$ cat config.mk
export PLATFORM = sky130hd
export DESIGN_NAME = gps_uart_rx
export DESIGN_NICKNAME = d
export VERILOG_FILES = /design/src/rtl/gps_uart_rx.sv
export SDC_FILE = /design/constraint.sdc
export NUM_CORES = 1
export LEC_CHECK = 0
export CAP_MARGIN = 20
export CORE_MARGIN = 2
export CORE_UTILIZATION = 50
export CTS_CLUSTER_SIZE = 10
export DETAILED_ROUTE_END_ITERATION = 7
export DONT_BUFFER_PORTS = 1
export GPL_TIMING_DRIVEN = 0
export PLACE_DENSITY_LB_ADDON = 0.12
export SYNTH_ARGS = -nofsm -noshare
export SYNTH_HDL_FRONTEND = slang
export SYNTH_SLANG_ARGS = --single-unit
$ cat constraint.sdc
create_clock -name clk -period 2.6 [get_ports clk]
set_clock_uncertainty 0.05 [all_clocks]
set_input_delay 0.39 -clock clk [delete_from_list [all_inputs] [get_ports clk]]
set_output_delay 0.39 -clock clk [all_outputs]
set_load 0.1 [all_outputs]
$ cat src/rtl/gps_uart_rx.sv
// 16x oversampled UART receiver with a fractional-N tick generator and a show-ahead output FIFO.
// Define GPS_UART_RX_STATS_EN to build the saturating frame_err_count / overrun_count statistics.
module gps_uart_rx #(
   parameter int unsigned ACC_BITS        = 12,
   parameter int unsigned BAUD_ADD        = 25,
   parameter int unsigned FIFO_DEPTH_LOG2 = 4
) (
   input  logic        clk,
   input  logic        aresetn,
   input  logic        rxd,
   output logic [7:0]  m_tdata,
   output logic        m_tvalid,
   input  logic        m_tready,
   output logic        frame_err,
   output logic        overrun,
   output logic [15:0] frame_err_count,
   output logic [15:0] overrun_count
);

   localparam int unsigned                DEPTH    = 1 << FIFO_DEPTH_LOG2;
   localparam logic [ACC_BITS:0]          BAUD_INC = (ACC_BITS + 1)'(BAUD_ADD);
   localparam logic [FIFO_DEPTH_LOG2:0]   PTR_ONE  = (FIFO_DEPTH_LOG2 + 1)'(1);

   typedef enum logic [2:0] {
      ST_IDLE  = 3'd0,
      ST_START = 3'd1,
      ST_DATA  = 3'd2,
      ST_STOP  = 3'd3,
      ST_BREAK = 3'd4
   } state_t;

   function automatic logic maj3(input logic a, input logic b, input logic c);
      return (a & b) | (a & c) | (b & c);
   endfunction

   logic [1:0]                 sync_r;
   logic                       rxd_s;
   logic [ACC_BITS:0]          acc_r;
   logic                       tick_s;
   state_t                     state_r, state_nxt_s;
   logic [3:0]                 tick_cnt_r, cnt_nxt_s;
   logic [2:0]                 bit_idx_r, idx_nxt_s;
   logic [7:0]                 shreg_r, shreg_nxt_s;
   logic [1:0]                 smp_r, smp_nxt_s, smp_upd_s;
   logic                       push_r, push_nxt_s;
   logic                       frame_err_r, ferr_nxt_s;
   logic                       decide_s, bit_dec_s;
   logic [7:0]                 mem_r [DEPTH];
   logic [FIFO_DEPTH_LOG2:0]   wr_ptr_r, rd_ptr_r;
   logic                       empty_s, full_s, pop_s, wr_en_s, drop_s;
   logic                       overrun_r;

   assign tick_s    = acc_r[ACC_BITS];
   assign decide_s  = (tick_cnt_r == 4'd9);
   assign bit_dec_s = maj3(smp_r[0], smp_r[1], rxd_s);

   // Two-stage synchronizer plus the rxd_s register that feeds all receive logic.
   always_ff @(posedge clk or negedge aresetn) begin
      if (!aresetn) begin
         sync_r <= 2'b11;
         rxd_s  <= 1'b1;
      end else begin
         sync_r <= {sync_r[0], rxd};
         rxd_s  <= sync_r[1];
      end
   end

   // Free-running phase accumulator; the carry bit is the 16x sample tick.
   always_ff @(posedge clk or negedge aresetn) begin
      if (!aresetn) begin
         acc_r <= '0;
      end else begin
         acc_r <= {1'b0, acc_r[ACC_BITS-1:0]} + BAUD_INC;
      end
   end

   // Capture the mid-bit samples at tick counts 7 and 8; count 9 uses rxd_s directly.
   always_comb begin
      smp_upd_s = smp_r;
      case (tick_cnt_r)
         4'd7:    smp_upd_s = {smp_r[1], rxd_s};
         4'd8:    smp_upd_s = {rxd_s, smp_r[0]};
         default: smp_upd_s = smp_r;
      endcase
   end

   // Receive FSM next-state logic; everything advances only on a tick.
   always_comb begin
      state_nxt_s = state_r;
      cnt_nxt_s   = tick_cnt_r;
      idx_nxt_s   = bit_idx_r;
      shreg_nxt_s = shreg_r;
      smp_nxt_s   = smp_r;
      push_nxt_s  = 1'b0;
      ferr_nxt_s  = 1'b0;
      if (tick_s) begin
         smp_nxt_s = smp_upd_s;
         case (state_r)
            ST_IDLE: begin
               if (!rxd_s) begin
                  state_nxt_s = ST_START;
                  cnt_nxt_s   = 4'd1;
               end else begin
                  cnt_nxt_s   = 4'd0;
               end
            end
            ST_START: begin
               cnt_nxt_s = tick_cnt_r + 4'd1;
               if (decide_s && bit_dec_s) begin
                  state_nxt_s = ST_IDLE;
                  cnt_nxt_s   = 4'd0;
               end else if (decide_s) begin
                  state_nxt_s = ST_DATA;
                  idx_nxt_s   = 3'd0;
               end else begin
                  state_nxt_s = ST_START;
               end
            end
            ST_DATA: begin
               cnt_nxt_s = tick_cnt_r + 4'd1;
               if (decide_s) begin
                  shreg_nxt_s = {bit_dec_s, shreg_r[7:1]};
                  if (bit_idx_r == 3'd7) begin
                     state_nxt_s = ST_STOP;
                  end else begin
                     idx_nxt_s = bit_idx_r + 3'd1;
                  end
               end else begin
                  state_nxt_s = ST_DATA;
               end
            end
            ST_STOP: begin
               cnt_nxt_s = tick_cnt_r + 4'd1;
               if (decide_s) begin
                  cnt_nxt_s = 4'd0;
                  if (bit_dec_s) begin
                     push_nxt_s  = 1'b1;
                     state_nxt_s = ST_IDLE;
                  end else begin
                     ferr_nxt_s  = 1'b1;
                     state_nxt_s = ST_BREAK;
                  end
               end else begin
                  state_nxt_s = ST_STOP;
               end
            end
            ST_BREAK: begin
               cnt_nxt_s = 4'd0;
               if (rxd_s) begin
                  state_nxt_s = ST_IDLE;
               end else begin
                  state_nxt_s = ST_BREAK;
               end
            end
            default: begin
               state_nxt_s = ST_IDLE;
               cnt_nxt_s   = 4'd0;
            end
         endcase
      end else begin
         state_nxt_s = state_r;
      end
   end

   // Receive FSM state and datapath registers.
   always_ff @(posedge clk or negedge aresetn) begin
      if (!aresetn) begin
         state_r     <= ST_IDLE;
         tick_cnt_r  <= 4'd0;
         bit_idx_r   <= 3'd0;
         shreg_r     <= 8'h00;
         smp_r       <= 2'b11;
         push_r      <= 1'b0;
         frame_err_r <= 1'b0;
      end else begin
         state_r     <= state_nxt_s;
         tick_cnt_r  <= cnt_nxt_s;
         bit_idx_r   <= idx_nxt_s;
         shreg_r     <= shreg_nxt_s;
         smp_r       <= smp_nxt_s;
         push_r      <= push_nxt_s;
         frame_err_r <= ferr_nxt_s;
      end
   end

   assign empty_s = (wr_ptr_r == rd_ptr_r);
   assign full_s  = (wr_ptr_r[FIFO_DEPTH_LOG2-1:0] == rd_ptr_r[FIFO_DEPTH_LOG2-1:0]) &&
                    (wr_ptr_r[FIFO_DEPTH_LOG2] != rd_ptr_r[FIFO_DEPTH_LOG2]);
   assign pop_s   = m_tvalid & m_tready;
   // A pop in the same clk frees the head slot, so a push into a full FIFO still lands.
   assign wr_en_s = push_r & (~full_s | pop_s);
   assign drop_s  = push_r & full_s & ~pop_s;

   // Output FIFO storage, pointers and sticky overrun flag.
   always_ff @(posedge clk or negedge aresetn) begin
      if (!aresetn) begin
         wr_ptr_r  <= '0;
         rd_ptr_r  <= '0;
         overrun_r <= 1'b0;
         for (int i = 0; i < DEPTH; i++) begin
            mem_r[i] <= 8'h00;
         end
      end else begin
         if (wr_en_s) begin
            mem_r[wr_ptr_r[FIFO_DEPTH_LOG2-1:0]] <= shreg_r;
            wr_ptr_r <= wr_ptr_r + PTR_ONE;
         end
         if (pop_s) begin
            rd_ptr_r <= rd_ptr_r + PTR_ONE;
         end
         if (drop_s) begin
            overrun_r <= 1'b1;
         end
      end
   end

   assign m_tdata   = mem_r[rd_ptr_r[FIFO_DEPTH_LOG2-1:0]];
   assign m_tvalid  = ~empty_s;
   assign frame_err = frame_err_r;
   assign overrun   = overrun_r;

`ifdef GPS_UART_RX_STATS_EN
   logic [15:0] ferr_cnt_r, ovr_cnt_r;

   // Saturating event counters.
   always_ff @(posedge clk or negedge aresetn) begin
      if (!aresetn) begin
         ferr_cnt_r <= 16'h0000;
         ovr_cnt_r  <= 16'h0000;
      end else begin
         if (frame_err_r && (ferr_cnt_r != 16'hFFFF)) begin
            ferr_cnt_r <= ferr_cnt_r + 16'd1;
         end
         if (drop_s && (ovr_cnt_r != 16'hFFFF)) begin
            ovr_cnt_r <= ovr_cnt_r + 16'd1;
         end
      end
   end

   assign frame_err_count = ferr_cnt_r;
   assign overrun_count   = ovr_cnt_r;
`else
   assign frame_err_count = 16'h0000;
   assign overrun_count   = 16'h0000;
`endif

endmodule

* After elaboration in Yosys (flattened, before gate mapping)
Index checks and enable logic that the tools add are counted.
** Storage, ports and cells
- Register bits after elaboration :: 177
- Word-level logic and storage cells :: 115
** Cells by class
- Add/subtract/negate cells :: 5
- Order comparisons :: 3
- Eq/ne operators :: 17
- Multiplexer cells :: 33
- Bitwise logic cells :: 17
- Reductions and logical operators :: 10
** Operators by type and width (count)
- 128-bit bitwise mux :: 1
- 8-bit binary-select mux with 4-bit select :: 1
- 8-bit demux with 4-bit select :: 1
- 3-bit two-way mux :: 10
- 8-bit two-way mux :: 3
- 4-bit case mux with 4 select lines :: 1
- 3-bit case mux with 5 select lines :: 1
- 12-bit by 5-bit adder with 13-bit output (second input constant) :: 1
- 3-bit AND reduction :: 4
- 5-bit by 1-bit adder with 5-bit output (second input constant) :: 2
- 5-bit >= comparator (second input constant) :: 2
- 2-bit != test (second input constant) :: 5
- 4-bit inverter with 5-bit output :: 2
- 1-bit two-way mux :: 9
- 4-bit equality test (second input constant) :: 2
- 4-bit two-way mux :: 2
- 1-bit AND :: 7
- 3-bit by 2-bit equality test with 1-bit output (second input constant) :: 2
- 3-bit equality test (second input constant) :: 2
- 3-bit case mux with 2 select lines :: 1
- 6-bit AND reduction :: 1
- 5-bit equality test :: 1
- 5-bit by 1-bit < comparator with 1-bit output (second input constant) :: 1
- 1-bit inverter :: 5
- other kinds (13) :: 18

* Logic depth before layout (Yosys ltp)
Gate-level depths: netlist of the first run.
- Depth after elaboration :: 7
- Depth in mapped cells :: 7
- Depth with buffers taken out :: 6

* Worst setup path before layout of the first run
No wires, ideal clock.
- Path kind :: register -> output
- Start :: reg rd_ptr_r[0]
- End :: out m_tdata[5]
- Arrival :: 2.304 ns
- Required time :: 2.160 ns
- Slack :: -0.144 ns
- Stages on the path, launching flop included :: 6
- Buffers on the path :: 2
- Cell sequence :: dfrtp_1 > buf_2 > buf_1 > mux4_2 > a22oi_1 > nand2_1
** On the way
- Word-level cells in the longest chain between the ends :: 4
** Ends and longest elaborated chain
- start: declaration :: line 49 : logic [FIFO_DEPTH_LOG2:0] wr_ptr_r, rd_ptr_r;
- start signal: assignment :: line 209 : rd_ptr_r <= rd_ptr_r + PTR_ONE;
- 4-bit inverter with 5-bit output (not written as such) :: line 217 : assign m_tdata = mem_r[rd_ptr_r[FIFO_DEPTH_LOG2-1:0]];
- 8-bit binary-select mux with 4-bit select :: line 217
- 8-bit two-way mux (not written as such) (2 in series) :: line 217
- end: declaration :: line 11 : output logic [7:0] m_tdata,
Every way passes these cells. The select of a mux whose other input is x is not followed.

* Final worst setup path of the first run
- Start :: reg rd_ptr_r[0]
- End :: out m_tdata[7]
Same word-level chain as after synthesis.

==> results of run 1 <==
metal layers:
layer,up-vias,part of all wire (%),global-route usage [%]
li1,2245,-,-
met1,2667,45,29.5
met2,138,48,34.2
met3,29,5.0,5.03
met4,0,1.7,6.20
met5,-,0,0
cell families (layout without fill, tap and decap cells):
| group | after synthesis | count (layout) |
|---|---|---|
| compound gates | 61 | 61 |
| xor+xnor | 22 | 22 |
| fa+ha+maj | 12 | 12 |
| buf+inv | 77 | 126 |
| flops | 177 | 177 |
| mux | 174 | 174 |
| other cells | 1 | 32 |
| simple gates | 73 | 73 |
state kept, by name, indices dropped and copies added, names as in the netlist, 2 cells and up:
name        cells
state_r         3
sync_r          2
mem_r         128
wr_ptr_r        5
tick_cnt_r      4
rd_ptr_r        5
bit_idx_r       3
shreg_r         8
smp_r           2
acc_r          13
worst min path at each step:
stage                  from                       to  slack [ns]
finish              aresetn  rd_ptr_r[3]$_DFFE_PN0P_       -0.39
global route        aresetn  rd_ptr_r[3]$_DFFE_PN0P_       -0.41
CTS                 aresetn  rd_ptr_r[3]$_DFFE_PN0P_       -0.40
detailed placement  aresetn  rd_ptr_r[4]$_DFFE_PN0P_        0.05
global placement    aresetn  rd_ptr_r[4]$_DFFE_PN0P_        0.05
floorplan           aresetn       acc_r[0]$_DFF_PN0_        0.04
area by class of cell:
cell class                      count  share of cell area, %
Buffer                             64                   4.57
Multi-Input combinational cell    374                   39.4
Timing Repair Buffer               20                   3.02
Sequential cell                   177                   43.9
Tap cell                          220                   2.72
Clock inverter                     13                   1.61
Inverter                           11                  0.409
Clock buffer                       18                   4.35
through the flow:
step                      hold WS, ns  instances  area, sq um  setup slack [ns]
after floorplan                0.0444        628         8630            0.0392
after global placement         0.0532        848         8910            -0.579
after detailed placement       0.0536        849         8920            -0.329
after CTS                      -0.395        886         9890           -0.0986
after global routing           -0.409        897        10100            -0.133
final                          -0.392        897        10100           -0.0519
critical path, stage by stage (launching register included):
cell,delay (ns)
dfrtp_1,0.38
buf_6,0.17
buf_12,0.16
mux4_2,0.56
a22oi_2,0.26
nand2_4,0.25
placed cells by master (no fill, tap or decap), drive strengths merged, types with 2 or more instances in the layout:
master	n
a211oi	13
and3	4
dfstp	5
clkinv	6
bufinv	3
a22oi	16
a21oi	6
o21ai	7
nand4	2
nor2	14
mux2	141
nand2b	2
buf	70
a31oi	2
nand2	25
clkbuf	31
xnor2	12
nor2b	6
a2111oi	5
clkinvlp	3
xor2	10
nor4b	3
a311oi	2
mux4	32
ha	11
dfrtp	172
nand4b	2
nand3	6
and4b	2
inv	12
o22ai	2
conb	32
power breakdown:
part           switching (uW)  internal (uW)
Sequential               38.5           2800
Clock                    1060           1530
Combinational            1040            637
Total                    2140           4970
repair_timing:
item,in CTS,in global routing
setup buffers,6,11
resized for setup,61,11
hold endpoints to repair,178,177
gates cloned,1,0
endpoints found under the setup margin,128,112
pin swaps,16,27
==> impl_metrics.csv, run 1 <==
group,metric,value,unit
logic_synthesis,yosysMostFrequentCell,"dfrtp_1",
setup_path,cp-endpoint,"m_tdata[7]",
cells_and_area,n_antenna_cell,0,
logic_synthesis,synth_area_leader_cell,"dfrtp_1",
timing,final.setup.worst_slack,-0.0519,ns
run_status,violations,"negative hold slack, negative setup slack",
setup_path,r2r-end,"mem_r[103]$_DFFE_PN0P_",
logic_synthesis,synth_top_family_by_area,"multiplexers",
cells_and_area,areaGrowthSynthToFinish,18.9,%
logic_synthesis,ys_ff_latch,177,
die,ioPinCount,47,
logic_synthesis,synthMuxAreaShare,27.3,%
clocking,cts_made_buffers,17,
setup_path,start_kind,"flop",
clocking,clk_pin_slew,0.07,ns
logic_synthesis,synth_cell_types,54,
global_routing,first_global_vias,5264,
logic_synthesis,ys_warn_count,0,
clocking,cts_tree,"yes",
pwr,power.leakage,0.00467,uW
setup_path,critPathMaxFanout,10,
cells_and_area,multi_input_area,0.00399,sq mm
logic_synthesis,synth-xor-area-share,2.27,%
cells_and_area,fillCellCount,1289,
timing,finalSetupViolCount,5,
cells_and_area,seqCellArea,0.00444,sq mm
setup_path,r2r_start,"wr_ptr_r[4]$_DFFE_PN0P_",
pwr,power,7110,uW
logic_synthesis,synthTopCellsByArea,"dfrtp_1, mux2_2, mux4_2",
clocking,cts-hold-fix-buffers,1,
detailed_routing,totalWireLength,18300,microns
clocking,clkSinkCount,177,
die,dieArea,0.0181,sq mm
die,core-area,0.0166,sq mm
placed_design,place.gp.congestion,0.776,
clocking,cts_root_buffer,"clkbuf_16",
cells_and_area,final_util,60.9,%
logic_synthesis,ys.flop_type,"dfrtp_1",
pwr,cellPowerDensity,703,mW/mm^2
logic_synthesis,synth_area,0.00850,sq mm
timing,hold_violations,177,
timing,max_freq,377,MHz
timing,slew_violations,0,
detailed_routing,drc,0,
die,die_h,134,microns
timing,rsz0062_at_grt,"yes",
die,rows,47,
timing,fin_crit_sh,102,%
setup_path,ff2ff_setup_slack,0.17,ns
clocking,insertion_delay,0.43,ns
logic_synthesis,synth-simple-area-share,4.53,%
global_routing,grt_max_degree,178,
global_routing,grtUsageTotal,21.4,%
global_routing,grt_overflow_total,0,
run_status,status,"complete, but fails checks",
logic_synthesis,syn-instance-count,597,
detailed_routing,drt_iter0_markers,259,
setup_path,startpoint,"rd_ptr_r[0]$_DFFE_PN0P_",
logic_synthesis,synth_seq_area_share,52.2,%
logic_synthesis,synth_fa_ha_area_share,1.74,%
placed_design,port_buffers,0,
pwr,vdd_drop_max,541,uV
detailed_routing,wl_per_cell,20.4,microns
logic_synthesis,async_reset_ff_share,100,%
detailed_routing,vias_per_cell,5.66,
detailed_routing,drt_first_pass_iters,4,
setup_path,crit_required,2.16,ns
timing,fin_crit,2.65,ns
logic_synthesis,synth_compound_area_share,6.83,%
global_routing,antenna_found_initial,0,
logic_synthesis,yosys-top-cells-count,"dfrtp_1, mux2_2, buf_4, mux4_2, nand2_1",
timing,tightest_slew,0.892,ns
setup_path,arrival,2.21,ns
logic_synthesis,syn_area_per_cell,14.2,sq um
setup_path,worstSetupPathType,"reg -> out",
die,fp.dieW,134,microns
global_routing,grt_pass1_wl,29200,microns
placed_design,hpwl,12000,microns
flow_run,maxCapViolations,0,
hold_path,min_path_type,"in -> async",
die,start_util,51.2,%
detailed_routing,vias,5079,
cells_and_area,drive_above_1_share,47.7,%
timing,fin_tns_setup,-0.131,ns
timing,slew_headroom,40.5,%
setup_path,r2r_cells,4,
detailed_routing,detail-route-antenna-nets,0,
cells_and_area,layout.nets,680,
clocking,htree_num_levels,4,
logic_synthesis,netlist.area_leader.share,50.6,%
timing,holdWs,-0.392,ns
logic_synthesis,synth_edf_count,0,
clocking,clk_path_buf_depth,2,
setup_path,endpoint_kind,"primary output",
(Power assumes the default switching activity.)
==> inputs of run 2 (changes only) <==
Settings changed: GPL_TIMING_DRIVEN 0 to default, MAX_ROUTING_LAYER from default to met4, PLACE_DENSITY from default to 0.69, PLACE_DENSITY_LB_ADDON 0.12 to default.
==> impl_metrics.csv, run 2 (synthesis gave the netlist of run 1 again) <==
group,metric,value,unit
pwr,cellPowerDensity,719,mW/mm^2
clocking,cts-hold-fix-buffers,1,
global_routing,grt_pass1_wl,29700,microns
timing,tightest_slew,0.903,ns
cells_and_area,layout.nets,640,
cells_and_area,areaGrowthSynthToFinish,14.9,%
setup_path,r2r-end,"mem_r[101]$_DFFE_PN0P_",
timing,fin_crit,2.68,ns
setup_path,critPathMaxFanout,5,
placed_design,port_buffers,0,
placed_design,dpl_cell_area,0.00891,sq mm
cells_and_area,n_antenna_cell,0,
clocking,htree_num_levels,4,
setup_path,cp-endpoint,"m_tdata[3]",
die,core-area,0.0166,sq mm
placed_design,place.gp.congestion,0.836,
timing,max_freq,373,MHz
detailed_routing,wl_per_cell,21.6,microns
setup_path,r2r_start,"rd_ptr_r[0]$_DFFE_PN0P_",
timing,rsz0062_at_grt,"yes",
cells_and_area,final_util,58.9,%
timing,fin_tns_setup,-0.448,ns
clocking,cts_root_buffer,"clkbuf_16",
clocking,insertion_delay,0.44,ns
setup_path,start_kind,"flop",
timing,final.setup.worst_slack,-0.0818,ns
clocking,clk_path_buf_depth,2,
timing,slew_violations,0,
detailed_routing,vias,4991,
die,dieArea,0.0181,sq mm
cells_and_area,drive_above_1_share,46.6,%
setup_path,crit_required,2.16,ns
setup_path,arrival,2.24,ns
die,die_h,134,microns
setup_path,startpoint,"rd_ptr_r[0]$_DFFE_PN0P_",
flow_run,maxCapViolations,0,
global_routing,grtUsageTotal,22.9,%
hold_path,min_path_type,"in -> async",
setup_path,r2r_cells,7,
setup_path,ff2ff_setup_slack,0.20,ns
clocking,clk_pin_slew,0.07,ns
detailed_routing,drt_first_pass_iters,4,
cells_and_area,largest_reg_flops,128,
die,rows,47,
global_routing,grt_overflow_total,0,
timing,slew_headroom,39.8,%
die,fp.dieW,134,microns
detailed_routing,drc,0,
setup_path,endpoint_kind,"primary output",
run_status,status,"complete, but fails checks",
placed_design,hpwl,10800,microns
setup_path,worstSetupPathType,"reg -> out",
die,start_util,51.2,%
clocking,clkSinkCount,177,
timing,finalSetupViolCount,8,
cells_and_area,fin_area,0.00976,sq mm
cells_and_area,reg_top3,"mem_r x128, acc_r x13, shreg_r x8",
global_routing,antenna_found_initial,0,
pwr,power.leakage,0.00449,uW
detailed_routing,detail-route-antenna-nets,0,
detailed_routing,drt_iter0_markers,425,
cells_and_area,mostFrequentLayoutCells,"dfrtp_1, mux2_2, mux4_2, conb_1, buf_4",
pwr,vdd_drop_max,586,uV
global_routing,grt_max_degree,178,
die,ioPinCount,47,
run_status,violations,"negative hold slack, negative setup slack",
cells_and_area,fin_cells,858,
cells_and_area,fillCellCount,1285,
timing,holdWs,-0.401,ns
clocking,cts_made_buffers,17,
clocking,cts_tree,"yes",
timing,fin_crit_sh,103,%
detailed_routing,totalWireLength,18500,microns
detailed_routing,vias_per_cell,5.82,
placed_design,post-place-cells,816,
global_routing,first_global_vias,5159,
cells_and_area,final_common_cell,"dfrtp_1",
timing,hold_violations,177,
cells_and_area,largest-register,"mem_r",
## run 2: worst min path at each step
| stage | start | end | slack [ns] | depth (start not counted) |
|---|---|---|---|---|
| 6_report | aresetn | wr_ptr_r[3]$_DFFE_PN0P_ | -0.40 | 0 |
| 5_1_grt | aresetn | wr_ptr_r[3]$_DFFE_PN0P_ | -0.43 | 0 |
| 4_1_cts | aresetn | acc_r[10]$_DFF_PN0_ | -0.42 | 0 |
| 2_1_floorplan | aresetn | acc_r[0]$_DFF_PN0_ | 0.04 | 0 |
| 3_3_place_gp | aresetn | wr_ptr_r[4]$_DFFE_PN0P_ | 0.05 | 0 |
| 3_5_place_dp | aresetn | rd_ptr_r[4]$_DFFE_PN0P_ | 0.05 | 0 |
## run 2: final cells by class
| cell class | instances | area (sq um) | area share [%] |
|---|---|---|---|
| Sequential cell | 177 | 4440 | 45.5 |
| Multi-Input combinational cell | 374 | 3840 | 39.4 |
| Timing Repair Buffer | 44 | 577 | 5.91 |
| Clock buffer | 18 | 439 | 4.50 |
| Tap cell | 220 | 275 | 2.82 |
| Clock inverter | 14 | 146 | 1.50 |
| Inverter | 11 | 41.3 | 0.423 |
## run 2: routing by layer
layer | track usage [%] | up-vias | wire length [microns]
met5 | - | - | 0
met4 | 7.02 | 0 | 251
met3 | 5.10 | 20 | 974
met2 | 35.1 | 142 | 9250
met1 | 30.8 | 2652 | 8040
li1 | - | 2177 | -
## run 2: critical path, stage by stage (launching register included)
cell	delay, ns
dfrtp_4	0.52
buf_4	0.16
buf_16	0.12
mux4_2	0.51
a22oi_2	0.20
nand2_2	0.10
buf_12	0.18
## run 2: through the flow
stage / worst slack [ns] / total power, uW
final: -0.0818 / 7020
after global placement: 0.279 / 4090
after detailed placement: 0.278 / 4120
after CTS: -0.0935 / 7080
after global routing: -0.147 / 7270
after floorplan: 0.0392 / 3850
## run 2: what timing repair did
action,CTS,global route
pin swaps,3,8
buffers inserted,5,0
endpoints found under the hold margin,178,177
cloned,4,1
endpoints found under the setup margin,8,9
gates resized for setup,15,10
## run 2: where the power goes
| group | total, uW | switching [uW] | internal, uW |
|---|---|---|---|
| Sequential | 2890 | 84.6 | 2800 |
| Clock | 2550 | 1170 | 1380 |
| Combinational | 1580 | 949 | 630 |
| Total | 7020 | 2210 | 4810 |
==> inputs of run 3 (changes only) <==
Settings changed: CORE_MARGIN 2 to default.
==> impl_metrics.csv, run 3 (synthesis gave the netlist of run 1 again) <==
group,metric,value,unit
clocking,insertion_delay,0.43,ns
timing,slew_headroom,40.9,%
detailed_routing,vias,4836,
placed_design,place.gp.congestion,0.784,
setup_path,arrival,2.11,ns
setup_path,start_kind,"flop",
cells_and_area,largest-register,"mem_r",
global_routing,grt_pass1_wl,28700,microns
detailed_routing,drt_first_pass_iters,4,
run_status,status,"complete, but fails checks",
global_routing,antenna_found_initial,0,
clocking,clkSinkCount,177,
cells_and_area,final_util,58.0,%
timing,fin_tns_setup,0,ns
cells_and_area,n_antenna_cell,0,
global_routing,grtUsageTotal,22.6,%
setup_path,slowest_stage,"mux4_2",
global_routing,grt_max_degree,178,
setup_path,cpMostUsedCell,"buf_12",
cells_and_area,mostFrequentLayoutCells,"dfrtp_1, mux2_2, mux4_2, conb_1, buf_4",
clocking,cts_tree,"yes",
clocking,cts_root_buffer,"clkbuf_16",
clocking,clk_path_buf_depth,2,
die,ioPinCount,47,
timing,tightest_slew,0.887,ns
cells_and_area,fillCellCount,1300,
timing,finalSetupViolCount,0,
hold_path,min_path_type,"in -> async",
setup_path,critPathMaxFanout,10,
pwr,vdd_drop_max,570,uV
flow_run,maxCapViolations,0,
setup_path,ff2ff_setup_slack,0.32,ns
detailed_routing,detail-route-antenna-nets,0,
timing,hold_violations,177,
die,fp.dieW,132,microns
detailed_routing,drc,0,
die,die_h,132,microns
die,rows,47,
setup_path,startpoint,"rd_ptr_r[0]$_DFFE_PN0P_",
detailed_routing,vias_per_cell,5.66,
setup_path,r2r-end,"mem_r[107]$_DFFE_PN0P_",
timing,slew_violations,0,
detailed_routing,totalWireLength,17300,microns
setup_path,crit_chain,"buf_12 -> mux4_2 -> a22oi_2 -> nand2_2 -> buf_12",
setup_path,r2r_cells,7,
detailed_routing,drt_iter0_markers,340,
timing,fin_crit,2.55,ns
setup_path,slowest_delay,0.51,ns
global_routing,grt_overflow_total,0,
detailed_routing,wl_per_cell,20.2,microns
die,start_util,51.2,%
cells_and_area,layout.nets,637,
placed_design,port_buffers,0,
timing,fin_crit_sh,98.0,%
setup_path,endpoint_kind,"primary output",
clocking,cts-hold-fix-buffers,1,
clocking,clk_pin_slew,0.06,ns
cells_and_area,drive_above_1_share,45.7,%
setup_path,worstSetupPathType,"reg -> out",
cells_and_area,largest_reg_flops,128,
cells_and_area,final_common_cell,"dfrtp_1",
timing,rsz0062_at_grt,"yes",
timing,final.setup.worst_slack,0.0525,ns
run_status,violations,"negative hold slack",
global_routing,first_global_vias,5046,
clocking,cts_made_buffers,17,
pwr,power.leakage,0.00445,uW
cells_and_area,areaGrowthSynthToFinish,13.3,%
clocking,htree_num_levels,4,
placed_design,dp_slack,0.346,ns
timing,max_freq,393,MHz
die,dieArea,0.0175,sq mm
placed_design,hpwl,10900,microns
timing,holdWs,-0.394,ns
setup_path,crit_required,2.16,ns
cells_and_area,reg_top3,"mem_r x128, acc_r x13, shreg_r x8",
die,core-area,0.0166,sq mm
setup_path,r2r_start,"rd_ptr_r[0]$_DFFE_PN0P_",
pwr,cellPowerDensity,693,mW/mm^2
run 3: report_power, final:
part	switching (uW)	total (uW)	leakage, uW	internal, uW
combinational	856	1330	0.00176	472
clock	1080	2460	0.000276	1380
sequential	77.9	2880	0.00241	2800
total	2020	6670	0.00445	4650
run 3: metrics by stage:
| stage | power (uW) | area, sq um | instances | hold slack, ns |
|---|---|---|---|---|
| after floorplan | 3850 | 8630 | 628 | 0.0444 |
| after global placement | 4110 | 8930 | 820 | 0.0537 |
| after detailed placement | 4120 | 8930 | 820 | 0.0526 |
| after CTS | 6740 | 9590 | 856 | -0.411 |
| after global routing | 6920 | 9620 | 855 | -0.413 |
| final | 6670 | 9620 | 855 | -0.394 |
run 3: how the worst max path moves through the flow:
stage,slack [ns],depth (start not counted),end
3_3_place_gp,0.39,5,m_tdata[7]
2_1_floorplan,0.04,5,m_tdata[5]
6_report,0.05,5,m_tdata[7]
5_1_grt,-0.05,5,m_tdata[7]
4_1_cts,-0.04,5,m_tdata[7]
3_5_place_dp,0.35,5,m_tdata[7]
run 3: area by class of cell:
type                            instances  area (sq um)  area share, %
Inverter                               11          41.3          0.429
Tap cell                              220           275           2.86
Sequential cell                       177          4440           46.1
Multi-Input combinational cell        374          3840           39.9
Clock inverter                         11           106           1.11
Clock buffer                           21           460           4.78
Timing Repair Buffer                   41           464           4.82
run 3: critical path, delay by kind of cell, from the launching register on:
family / cells / cell delay [ns]
AOI/OAI and AO/OA: 1 / 0.23
and+or+nand+nor: 1 / 0.10
muxes: 1 / 0.51
DFF: 1 / 0.47
buffers and inverters: 2 / 0.35
run 3: timing repair:
action                                  4_1_cts  5_1_grt
endpoints found under the setup margin        8        9
cloned                                        1        0
pin swaps                                     2        1
hold endpoints to repair                    178      177
buffers inserted                              2        0
gates resized for setup                       7       14
run 3: metal layers:
| metal | track usage [%] | vias up | part of all wire (%) |
|---|---|---|---|
| li1 | - | 2172 | - |
| met1 | 31.2 | 2529 | 44 |
| met2 | 33.7 | 118 | 48 |
| met3 | 4.34 | 17 | 6.4 |
| met4 | 7.66 | 0 | 1.3 |
| met5 | - | - | 0 |
